`config.mk`:
```
export PLATFORM = sky130hd
export DESIGN_NAME = multicycle_control_flat
export DESIGN_NICKNAME = d
export VERILOG_FILES = /design/src/rtl/multicycle_control_if.sv /design/src/rtl/multicycle_control.sv /design/src/flat_wrapper.sv
export SDC_FILE = /design/constraint.sdc
export NUM_CORES = 1
export LEC_CHECK = 0
export BUFFER_PORTS_ARGS = -buffer_cell sky130_fd_sc_hd__buf_4
export CAP_MARGIN = 20
export CORE_AREA = 3 3 40 42
export DETAILED_ROUTE_END_ITERATION = 8
export DIE_AREA = 0 0 43 45
export PLACE_DENSITY = 0.7
export SLEW_MARGIN = 20
export SYNTH_ARGS = -nofsm -noshare
export SYNTH_HDL_FRONTEND = slang
export SYNTH_SLANG_ARGS = --single-unit
```
`constraint.sdc`:
```
create_clock -name clk -period 1.3 [get_ports clk]
set_clock_uncertainty 0.05 [all_clocks]
set_input_delay 0.26 -clock clk [delete_from_list [all_inputs] [get_ports clk]]
set_output_delay 0.26 -clock clk [all_outputs]
set_load 0.02 [all_outputs]
```
`src/rtl/multicycle_control_if.sv`:
```
// Control bundle between the multicycle FSM (master) and the datapath (slave).
interface multicycle_control_if;
  logic [5:0] Op;
  logic       MemReady;
  logic [1:0] ALUOP;
  logic       ALUSrcA;
  logic [1:0] ALUSrcB;
  logic       IorD;
  logic       IRWrite;
  logic       PCWrite;
  logic       Branch;
  logic       MemWrite;
  logic       RegWrite;
  logic       RegDst;
  logic       MemtoReg;
  logic [1:0] PCSrc;
  logic       IllegalOp;
  logic [3:0] State;

  modport master (
    input  Op, MemReady,
    output ALUOP, ALUSrcA, ALUSrcB, IorD, IRWrite, PCWrite, Branch,
           MemWrite, RegWrite, RegDst, MemtoReg, PCSrc, IllegalOp, State
  );

  modport slave (
    output Op, MemReady,
    input  ALUOP, ALUSrcA, ALUSrcB, IorD, IRWrite, PCWrite, Branch,
           MemWrite, RegWrite, RegDst, MemtoReg, PCSrc, IllegalOp, State
  );
endinterface

```
`src/rtl/multicycle_control.sv`:
```
// Multicycle MIPS-style control FSM: one state per cycle, 3-5 cycles per instruction.
// FETCH, MEMRD and MEMWR hold until MemReady; reset masks all write enables combinationally.
module multicycle_control (
  input  logic                clk,
  input  logic                rst_n,
  multicycle_control_if.master ctl
);

  localparam logic [3:0] S_FETCH  = 4'd0;
  localparam logic [3:0] S_DECODE = 4'd1;
  localparam logic [3:0] S_MEMADR = 4'd2;
  localparam logic [3:0] S_MEMRD  = 4'd3;
  localparam logic [3:0] S_MEMWB  = 4'd4;
  localparam logic [3:0] S_MEMWR  = 4'd5;
  localparam logic [3:0] S_EXEC   = 4'd6;
  localparam logic [3:0] S_ALUWB  = 4'd7;
  localparam logic [3:0] S_BRANCH = 4'd8;
  localparam logic [3:0] S_ADDIEX = 4'd9;
  localparam logic [3:0] S_ADDIWB = 4'd10;
  localparam logic [3:0] S_JUMP   = 4'd11;

  localparam logic [5:0] OP_LW   = 6'b100011;
  localparam logic [5:0] OP_SW   = 6'b101011;
  localparam logic [5:0] OP_R    = 6'b000000;
  localparam logic [5:0] OP_BEQ  = 6'b000100;
  localparam logic [5:0] OP_ADDI = 6'b001000;
  localparam logic [5:0] OP_J    = 6'b000010;

  logic [3:0] r_state;
  logic [3:0] w_next_state;
  logic [3:0] w_out_state;

  logic [1:0] w_aluop;
  logic       w_alusrca;
  logic [1:0] w_alusrcb;
  logic       w_iord;
  logic       w_irwrite;
  logic       w_pcwrite;
  logic       w_branch;
  logic       w_memwrite;
  logic       w_regwrite;
  logic       w_regdst;
  logic       w_memtoreg;
  logic [1:0] w_pcsrc;
  logic       w_illegal;

  always_ff @(posedge clk) begin
    if (!rst_n) r_state <= S_FETCH;
    else        r_state <= w_next_state;
  end

  always_comb begin
    w_next_state = S_FETCH;
    case (r_state)
      S_FETCH:  w_next_state = ctl.MemReady ? S_DECODE : S_FETCH;
      S_DECODE: begin
        case (ctl.Op)
          OP_LW, OP_SW: w_next_state = S_MEMADR;
          OP_R:         w_next_state = S_EXEC;
          OP_BEQ:       w_next_state = S_BRANCH;
          OP_ADDI:      w_next_state = S_ADDIEX;
          OP_J:         w_next_state = S_JUMP;
          default:      w_next_state = S_FETCH;
        endcase
      end
      // An opcode that changed away from lw/sw here is dropped back to FETCH.
      S_MEMADR: begin
        if (ctl.Op == OP_LW)      w_next_state = S_MEMRD;
        else if (ctl.Op == OP_SW) w_next_state = S_MEMWR;
        else                      w_next_state = S_FETCH;
      end
      S_MEMRD:  w_next_state = ctl.MemReady ? S_MEMWB : S_MEMRD;
      S_MEMWR:  w_next_state = ctl.MemReady ? S_FETCH : S_MEMWR;
      S_EXEC:   w_next_state = S_ALUWB;
      S_ADDIEX: w_next_state = S_ADDIWB;
      default:  w_next_state = S_FETCH;
    endcase
  end

  // While in reset the outputs decode as FETCH, with write strobes gated off.
  assign w_out_state = rst_n ? r_state : S_FETCH;

  always_comb begin
    w_aluop    = 2'b00;
    w_alusrca  = 1'b0;
    w_alusrcb  = 2'b00;
    w_iord     = 1'b0;
    w_irwrite  = 1'b0;
    w_pcwrite  = 1'b0;
    w_branch   = 1'b0;
    w_memwrite = 1'b0;
    w_regwrite = 1'b0;
    w_regdst   = 1'b0;
    w_memtoreg = 1'b0;
    w_pcsrc    = 2'b00;
    w_illegal  = 1'b0;
    case (w_out_state)
      S_FETCH: begin
        w_alusrcb = 2'b01;
        w_irwrite = ctl.MemReady & rst_n;
        w_pcwrite = ctl.MemReady & rst_n;
      end
      S_DECODE: begin
        w_alusrcb = 2'b11;
        w_illegal = !(ctl.Op inside {OP_LW, OP_SW, OP_R, OP_BEQ, OP_ADDI, OP_J});
      end
      S_MEMADR: begin
        w_alusrca = 1'b1;
        w_alusrcb = 2'b10;
      end
      S_MEMRD:  w_iord = 1'b1;
      S_MEMWB: begin
        w_memtoreg = 1'b1;
        w_regwrite = 1'b1;
      end
      S_MEMWR: begin
        w_iord     = 1'b1;
        w_memwrite = 1'b1;
      end
      S_EXEC: begin
        w_alusrca = 1'b1;
        w_aluop   = 2'b10;
      end
      S_ALUWB: begin
        w_regdst   = 1'b1;
        w_regwrite = 1'b1;
      end
      S_BRANCH: begin
        w_alusrca = 1'b1;
        w_aluop   = 2'b01;
        w_pcsrc   = 2'b01;
        w_branch  = 1'b1;
      end
      S_ADDIEX: begin
        w_alusrca = 1'b1;
        w_alusrcb = 2'b10;
      end
      S_ADDIWB: w_regwrite = 1'b1;
      S_JUMP: begin
        w_pcsrc   = 2'b10;
        w_pcwrite = 1'b1;
      end
      default: ;
    endcase
  end

  assign ctl.ALUOP     = w_aluop;
  assign ctl.ALUSrcA   = w_alusrca;
  assign ctl.ALUSrcB   = w_alusrcb;
  assign ctl.IorD      = w_iord;
  assign ctl.IRWrite   = w_irwrite;
  assign ctl.PCWrite   = w_pcwrite;
  assign ctl.Branch    = w_branch;
  assign ctl.MemWrite  = w_memwrite;
  assign ctl.RegWrite  = w_regwrite;
  assign ctl.RegDst    = w_regdst;
  assign ctl.MemtoReg  = w_memtoreg;
  assign ctl.PCSrc     = w_pcsrc;
  assign ctl.IllegalOp = w_illegal;
  assign ctl.State     = r_state;

endmodule
```
`src/flat_wrapper.sv`:
```
// flat-port wrapper written by rule: the top's interface ports become plain ports
module multicycle_control_flat 
  (clk, rst_n, ctl_Op, ctl_MemReady, ctl_ALUOP, ctl_ALUSrcA, ctl_ALUSrcB, ctl_IorD, ctl_IRWrite, ctl_PCWrite, ctl_Branch, ctl_MemWrite, ctl_RegWrite, ctl_RegDst, ctl_MemtoReg, ctl_PCSrc, ctl_IllegalOp, ctl_State);
  multicycle_control_if ctl_i ();
  input  logic clk;
  input  logic rst_n;
  input wire logic [$bits(ctl_i.Op)-1:0] ctl_Op;
  input wire logic [$bits(ctl_i.MemReady)-1:0] ctl_MemReady;
  output wire logic [$bits(ctl_i.ALUOP)-1:0] ctl_ALUOP;
  output wire logic [$bits(ctl_i.ALUSrcA)-1:0] ctl_ALUSrcA;
  output wire logic [$bits(ctl_i.ALUSrcB)-1:0] ctl_ALUSrcB;
  output wire logic [$bits(ctl_i.IorD)-1:0] ctl_IorD;
  output wire logic [$bits(ctl_i.IRWrite)-1:0] ctl_IRWrite;
  output wire logic [$bits(ctl_i.PCWrite)-1:0] ctl_PCWrite;
  output wire logic [$bits(ctl_i.Branch)-1:0] ctl_Branch;
  output wire logic [$bits(ctl_i.MemWrite)-1:0] ctl_MemWrite;
  output wire logic [$bits(ctl_i.RegWrite)-1:0] ctl_RegWrite;
  output wire logic [$bits(ctl_i.RegDst)-1:0] ctl_RegDst;
  output wire logic [$bits(ctl_i.MemtoReg)-1:0] ctl_MemtoReg;
  output wire logic [$bits(ctl_i.PCSrc)-1:0] ctl_PCSrc;
  output wire logic [$bits(ctl_i.IllegalOp)-1:0] ctl_IllegalOp;
  output wire logic [$bits(ctl_i.State)-1:0] ctl_State;
  assign ctl_i.Op = ctl_Op;
  assign ctl_i.MemReady = ctl_MemReady;
  assign ctl_ALUOP = ctl_i.ALUOP;
  assign ctl_ALUSrcA = ctl_i.ALUSrcA;
  assign ctl_ALUSrcB = ctl_i.ALUSrcB;
  assign ctl_IorD = ctl_i.IorD;
  assign ctl_IRWrite = ctl_i.IRWrite;
  assign ctl_PCWrite = ctl_i.PCWrite;
  assign ctl_Branch = ctl_i.Branch;
  assign ctl_MemWrite = ctl_i.MemWrite;
  assign ctl_RegWrite = ctl_i.RegWrite;
  assign ctl_RegDst = ctl_i.RegDst;
  assign ctl_MemtoReg = ctl_i.MemtoReg;
  assign ctl_PCSrc = ctl_i.PCSrc;
  assign ctl_IllegalOp = ctl_i.IllegalOp;
  assign ctl_State = ctl_i.State;
  multicycle_control u_core (.clk(clk), .rst_n(rst_n), .ctl(ctl_i));
endmodule
```
==> qor.json, run 1 <==
{
  "timing": {
    "worstEndpointGrtRepair": "ctl_MemtoReg",
    "endpoint_type": "top-level output"
  },
  "status": {
    "toolErrorMsg": "[ERROR DPL-0038] Utilization greater than 100%, impossible to legalize",
    "run_status": "aborted with a tool error",
    "stop_stage": "global routing (5_1_grt)"
  },
  "synthesis": {
    "synthFlopType": "dfxtp_1",
    "netlist.top_cell.by_area": "dfxtp_1",
    "netlist-cell-type-count": 29,
    "synth-async-reset-ratio_pct": 0,
    "yosys_synthesis_warning_count": 0,
    "synthesis.instances": 75,
    "yosys-top-cells-area": "dfxtp_1 (16%), nor2_1 (7.5%), nand2b_1 (6.3%), nor2b_1 (6.3%), nor3_1 (6.0%)",
    "area_fraction_of_the_dominant_cell_type_after_synthesis_pct": 16.08,
    "synth_edf_count": 0,
    "postSynthAreaPerCell_sq_um": 6.640,
    "syn_area_sq_um": 498.0,
    "synth_seq_cells": 4,
    "synth-seq-area-share_pct": 16.08,
    "postSynthNetCount": 84
  },
  "place": {
    "place.port_buffers": 28,
    "dp.final_hpwl_mm": 1.586,
    "routabilityCongestion": 0.8656
  },
  "die": {
    "die_height_microns": 45,
    "placement_rows": 13,
    "die_width_microns": 43,
    "start_util_pct": 38.75,
    "top_level_ports": 29
  },
  "cts": {
    "deepest_clock_path_buffer_count": 2,
    "clock-sinks": 4,
    "num_cts_buffers": 3,
    "clk_root_buffer_cell": "clkbuf_4",
    "cts_htree_levels": 1
  },
  "global_route": {
    "grt_start_max_net_pins": 13
  }
}
==> kinds of logic after synthesis <==
family / count (synthesis) / synth area share (%)
AOI/OAI and AO/OA: 20 / 25.63
xor gates and xnor gates: 2 / 3.518
buffers and inverters: 5 / 6.783
and+or+nand+nor: 44 / 47.99
DFF: 4 / 16.08
==> timing repair <==
action / in CTS
hold buffers: 0
gates resized for setup: 18
endpoints found under the setup margin: 19
pin swaps: 2
buffers inserted: 1
==> synth_stat cells (all sizes together) (2+ instances only) <==
| library cell | instances |
|---|---|
| nor3 | 6 |
| xnor2 | 2 |
| nand2b | 5 |
| nand3 | 3 |
| o21a | 3 |
| nor2b | 5 |
| o21ai | 4 |
| nor3b | 2 |
| a31oi | 3 |
| nor2 | 10 |
| a21oi | 5 |
| and3 | 2 |
| buf | 5 |
| dfxtp | 4 |
| nand2 | 5 |
==> metrics by stage <==
stage	setup TNS (ps)	instances	util, %	instance area [sq um]	worst slack, ps
2_1_floorplan	-289.2	75	-	629.4	-94.99
3_3_place_gp	-1026	138	77.02	989.7	-126.3
3_5_place_dp	-1370	138	77.02	989.7	-129.1
4_1_cts	-4334	143	85.00	1092	-321.1
==> run 2, diff against run 1 <==
CORE_AREA = 3 3 64 66   (was 3 3 40 42)
DIE_AREA = 0 0 67 69   (was 0 0 43 45)
PLACE_DENSITY = not set   (was 0.7)
PLACE_DENSITY_LB_ADDON = 0.15   (was not set)
==> run 2 against run 1 <==
Against the previous run:
- the flow now finishes, with violations (setup timing)
- area after synthesis unchanged
- synthesized cell count unchanged
==> qor.json, run 2 <==
{
  "status": {
    "run_status": {"value": "finished with violations", "change": "was aborted with a tool error"},
    "violated_checks": "setup timing"
  },
  "die": {
    "start_util": {"value": 13.71, "unit": "%", "change": "was 38.75%"},
    "die_height": {"value": 69, "unit": "microns", "change": "was 45 microns"},
    "top_level_ports": {"value": 29, "change": "unchanged"},
    "placement_rows": {"value": 22, "change": "was 13"},
    "core_area_sq_um": 3633,
    "die-area_sq_um": 4623,
    "die_width": {"value": 67, "unit": "microns", "change": "was 43 microns"}
  },
  "finish": {
    "layout-drive-gt1-share_pct": 69.92,
    "layout_commonest_cell": "buf_4",
    "largest_reg_flops": 4,
    "area_growth_pct": 151.8,
    "ff_latch_area_sq_um": 95.09,
    "num_antenna_cells": 0,
    "final_net_count": 143,
    "multi_input_area_sq_um": 539.3,
    "final_design_area_no_fill_sq_um": 1254,
    "nFillCells": 386,
    "most_used_cells_in_the_layout_excluding_fill_and_tap_cells": "buf_4 (40), buf_6 (19), a21oi_1 (5), nor2_1 (5)"
  },
  "timing": {
    "grt_setup_unrepaired": "true",
    "final.setup.tns_ps": -3368,
    "fmax_mhz": 634.3,
    "worst-slew-pin-transition_ps": 268.1,
    "layout_setup_ws_ps": -276.4,
    "final.period_utilization_pct": 121.3,
    "number_of_setup_violations_in_the_final_report": 16,
    "hold_violation_total_from_the_final_report": 0,
    "period_minus_slack_ps": 1576,
    "max_slew_margin_pct": 82.02,
    "timing.hold.ws_ps": 381.0,
    "slew_violations": 0
  },
  "global_route": {
    "grt_start_max_net_pins": 9,
    "grt_pass1_vias": 743,
    "grt_use_total_pct": 9.020,
    "grt.overflow.total": 0,
    "initial_antenna_violation_count": 0,
    "grt_first_pass_wirelength_mm": 3.339
  },
  "setup_path": {
    "data_arrival_time_at_the_worst_slack_endpoint_ps": 1270,
    "worstSetupEndpointType": "output port",
    "timing_worst_setup_path_type": "flip-flop to output port",
    "critPathLaunch": "u_core.ctl.State[0]",
    "critical_path.max_fanout": 6,
    "rr_startpoint": "u_core.ctl.State[0]",
    "critPathLaunchType": "flip-flop",
    "cp.required_ps": 990
  },
  "synthesis": {
    "area_fraction_of_the_dominant_cell_type_after_synthesis": {"value": 16.08, "unit": "%", "change": "unchanged"},
    "synth_top_cells_by_count": {"value": "nor2_1 (10), nor3_1 (6)", "change": "unchanged"},
    "syn_area": {"value": 498.0, "unit": "sq um", "change": "unchanged"},
    "synth-async-reset-ratio": {"value": 0, "unit": "%", "change": "unchanged"},
    "postSynthAreaPerCell": {"value": 6.640, "unit": "sq um", "change": "unchanged"},
    "synth-seq-area-share": {"value": 16.08, "unit": "%", "change": "unchanged"},
    "yosys.cell_count.top_type": {"value": "nor2_1", "change": "unchanged"},
    "yosys_synthesis_warning_count": {"value": 0, "change": "unchanged"},
    "synth_edf_count": {"value": 0, "change": "unchanged"},
    "postSynthNetCount": {"value": 84, "change": "unchanged"},
    "synth_seq_cells": {"value": 4, "change": "unchanged"},
    "synthesis.instances": {"value": 75, "change": "unchanged"},
    "netlist-cell-type-count": {"value": 29, "change": "unchanged"},
    "netlist.top_cell.by_area": {"value": "dfxtp_1", "change": "unchanged"},
    "synthFlopType": {"value": "dfxtp_1", "change": "unchanged"},
    "yosys-top-cells-area": {"value": "dfxtp_1 (16%), nor2_1 (7.5%), nand2b_1 (6.3%), nor2b_1 (6.3%), nor3_1 (6.0%)", "change": "unchanged"}
  },
  "drt": {
    "drt.antenna.violating_nets": 0,
    "number_of_vias_after_detailed_routing": 763,
    "count_of_unresolved_drc_violations_after_routing": 0,
    "totalWireLength_mm": 2.073,
    "post_drt_via_cell_ratio": 4.215,
    "detailed_routing_iteration_count_for_the_pre_antenna_repair_pass": 4,
    "detail_route.wl_per_cell_microns": 11.45,
    "first_iter_violations": 11
  },
  "cts": {
    "path_clk_slew_ps": 30,
    "clock-sinks": {"value": 4, "change": "unchanged"},
    "num_cts_buffers": {"value": 3, "change": "unchanged"},
    "cts_tree": "done",
    "clk_root_buffer_cell": {"value": "clkbuf_8", "change": "was clkbuf_4"},
    "cts_htree_levels": {"value": 1, "change": "unchanged"},
    "cts_hold_repair.buffers": {"value": 0, "change": "unchanged"},
    "clock_insertion_delay_worst_skew_ps": 210,
    "deepest_clock_path_buffer_count": {"value": 2, "change": "unchanged"}
  },
  "worst_hold_path": {
    "hold_path.startpoint": "ctl_Op[4]",
    "type_of_the_tightest_min_delay_check": "input pin to flip-flop"
  },
  "pwr": {
    "power_density_nw_per_um2": 460.8,
    "power.ir.vdd_worst_v": 0.0002246,
    "power_leakage_nw": 0.5309
  },
  "place": {
    "detailed_place.area": {"value": 1061, "unit": "sq um", "change": "was 989.7 sq um"},
    "routabilityCongestion": {"value": 0.7795, "change": "was 0.8656"},
    "place.port_buffers": {"value": 28, "change": "unchanged"},
    "dp.final_hpwl": {"value": 1.739, "unit": "mm", "change": "was 1.586 mm"}
  },
  "flow_run": {
    "cap_violations": 0
  }
}
-- run 2: cell counts after synthesis --
Identical to the previous run, type by type.
-- run 2: through the flow --
stage / total power [W] / instances / utilization (%) / worst slack, ps
finish: 0.0005777 / 181 / 34.50 / -276.4
floorplan: 0.0002030 / 75 / - / -94.99
CTS: 0.0005790 / 180 / 32.40 / -284.1
detailed placement: 0.0002975 / 175 / 29.20 / -146.4
global placement: 0.0002971 / 175 / 29.20 / -111.4
global route: 0.0006134 / 181 / 34.50 / -330.9
-- run 2: final cells by class --
cell class,count,share of cell area (%)
clock buffers,4,3.593
multi-input cells,66,43.01
flip-flops and latches,4,7.585
well taps,48,4.790
repair buffers,59,41.02
-- run 2: logic make-up (layout without fill, tap and decap cells) --
logic type	Yosys count	in the layout	share of synthesized area, %
and+or+nand+nor	44	44	47.99
DFF	4	4	16.08
xor gates and xnor gates	2	2	3.518
AOI/OAI and AO/OA	20	20	25.63
buffers and inverters	5	63	6.783
-- run 2: report_power, final --
group,switching [W],internal (W)
clock network,0.0000604,0.000209
logic,0.0000814,0.000102
registers,0.00000517,0.000120
-- run 2: what timing repair did --
action,CTS,global route
pin swaps,7,8
buffers inserted,1,1
endpoints found under the setup margin,18,19
resized for setup,17,16
-- run 2: critical path: stages (launching register included) --
cell	delay (ps)
dfxtp_4	360
nand2b_4	150
buf_4	140
a31oi_2	190
nor2b_2	50
buf_4	150
-- run 2: per-layer routing --
layer	GRT usage (%)	share of wire, %	vias to the layer above
li1	-	-	391
met1	10.23	40	353
met2	16.59	54	19
met3	1.954	5.3	0
met4	2.027	0	0
met5	0	0	-
-- run 2: final timing paths --
| path | to | slack, ps | cells after the start |
|---|---|---|---|
| hold reg to reg | u_core.ctl.State[0] | 590 | 3 |
| setup reg to reg | u_core.ctl.State[0] | 30 | 4 |
| setup / recovery | ctl_RegWrite | -280 | 5 |
| hold / removal | u_core.ctl.State[1] | 380 | 4 |
Power figures use the tool's default switching activity.
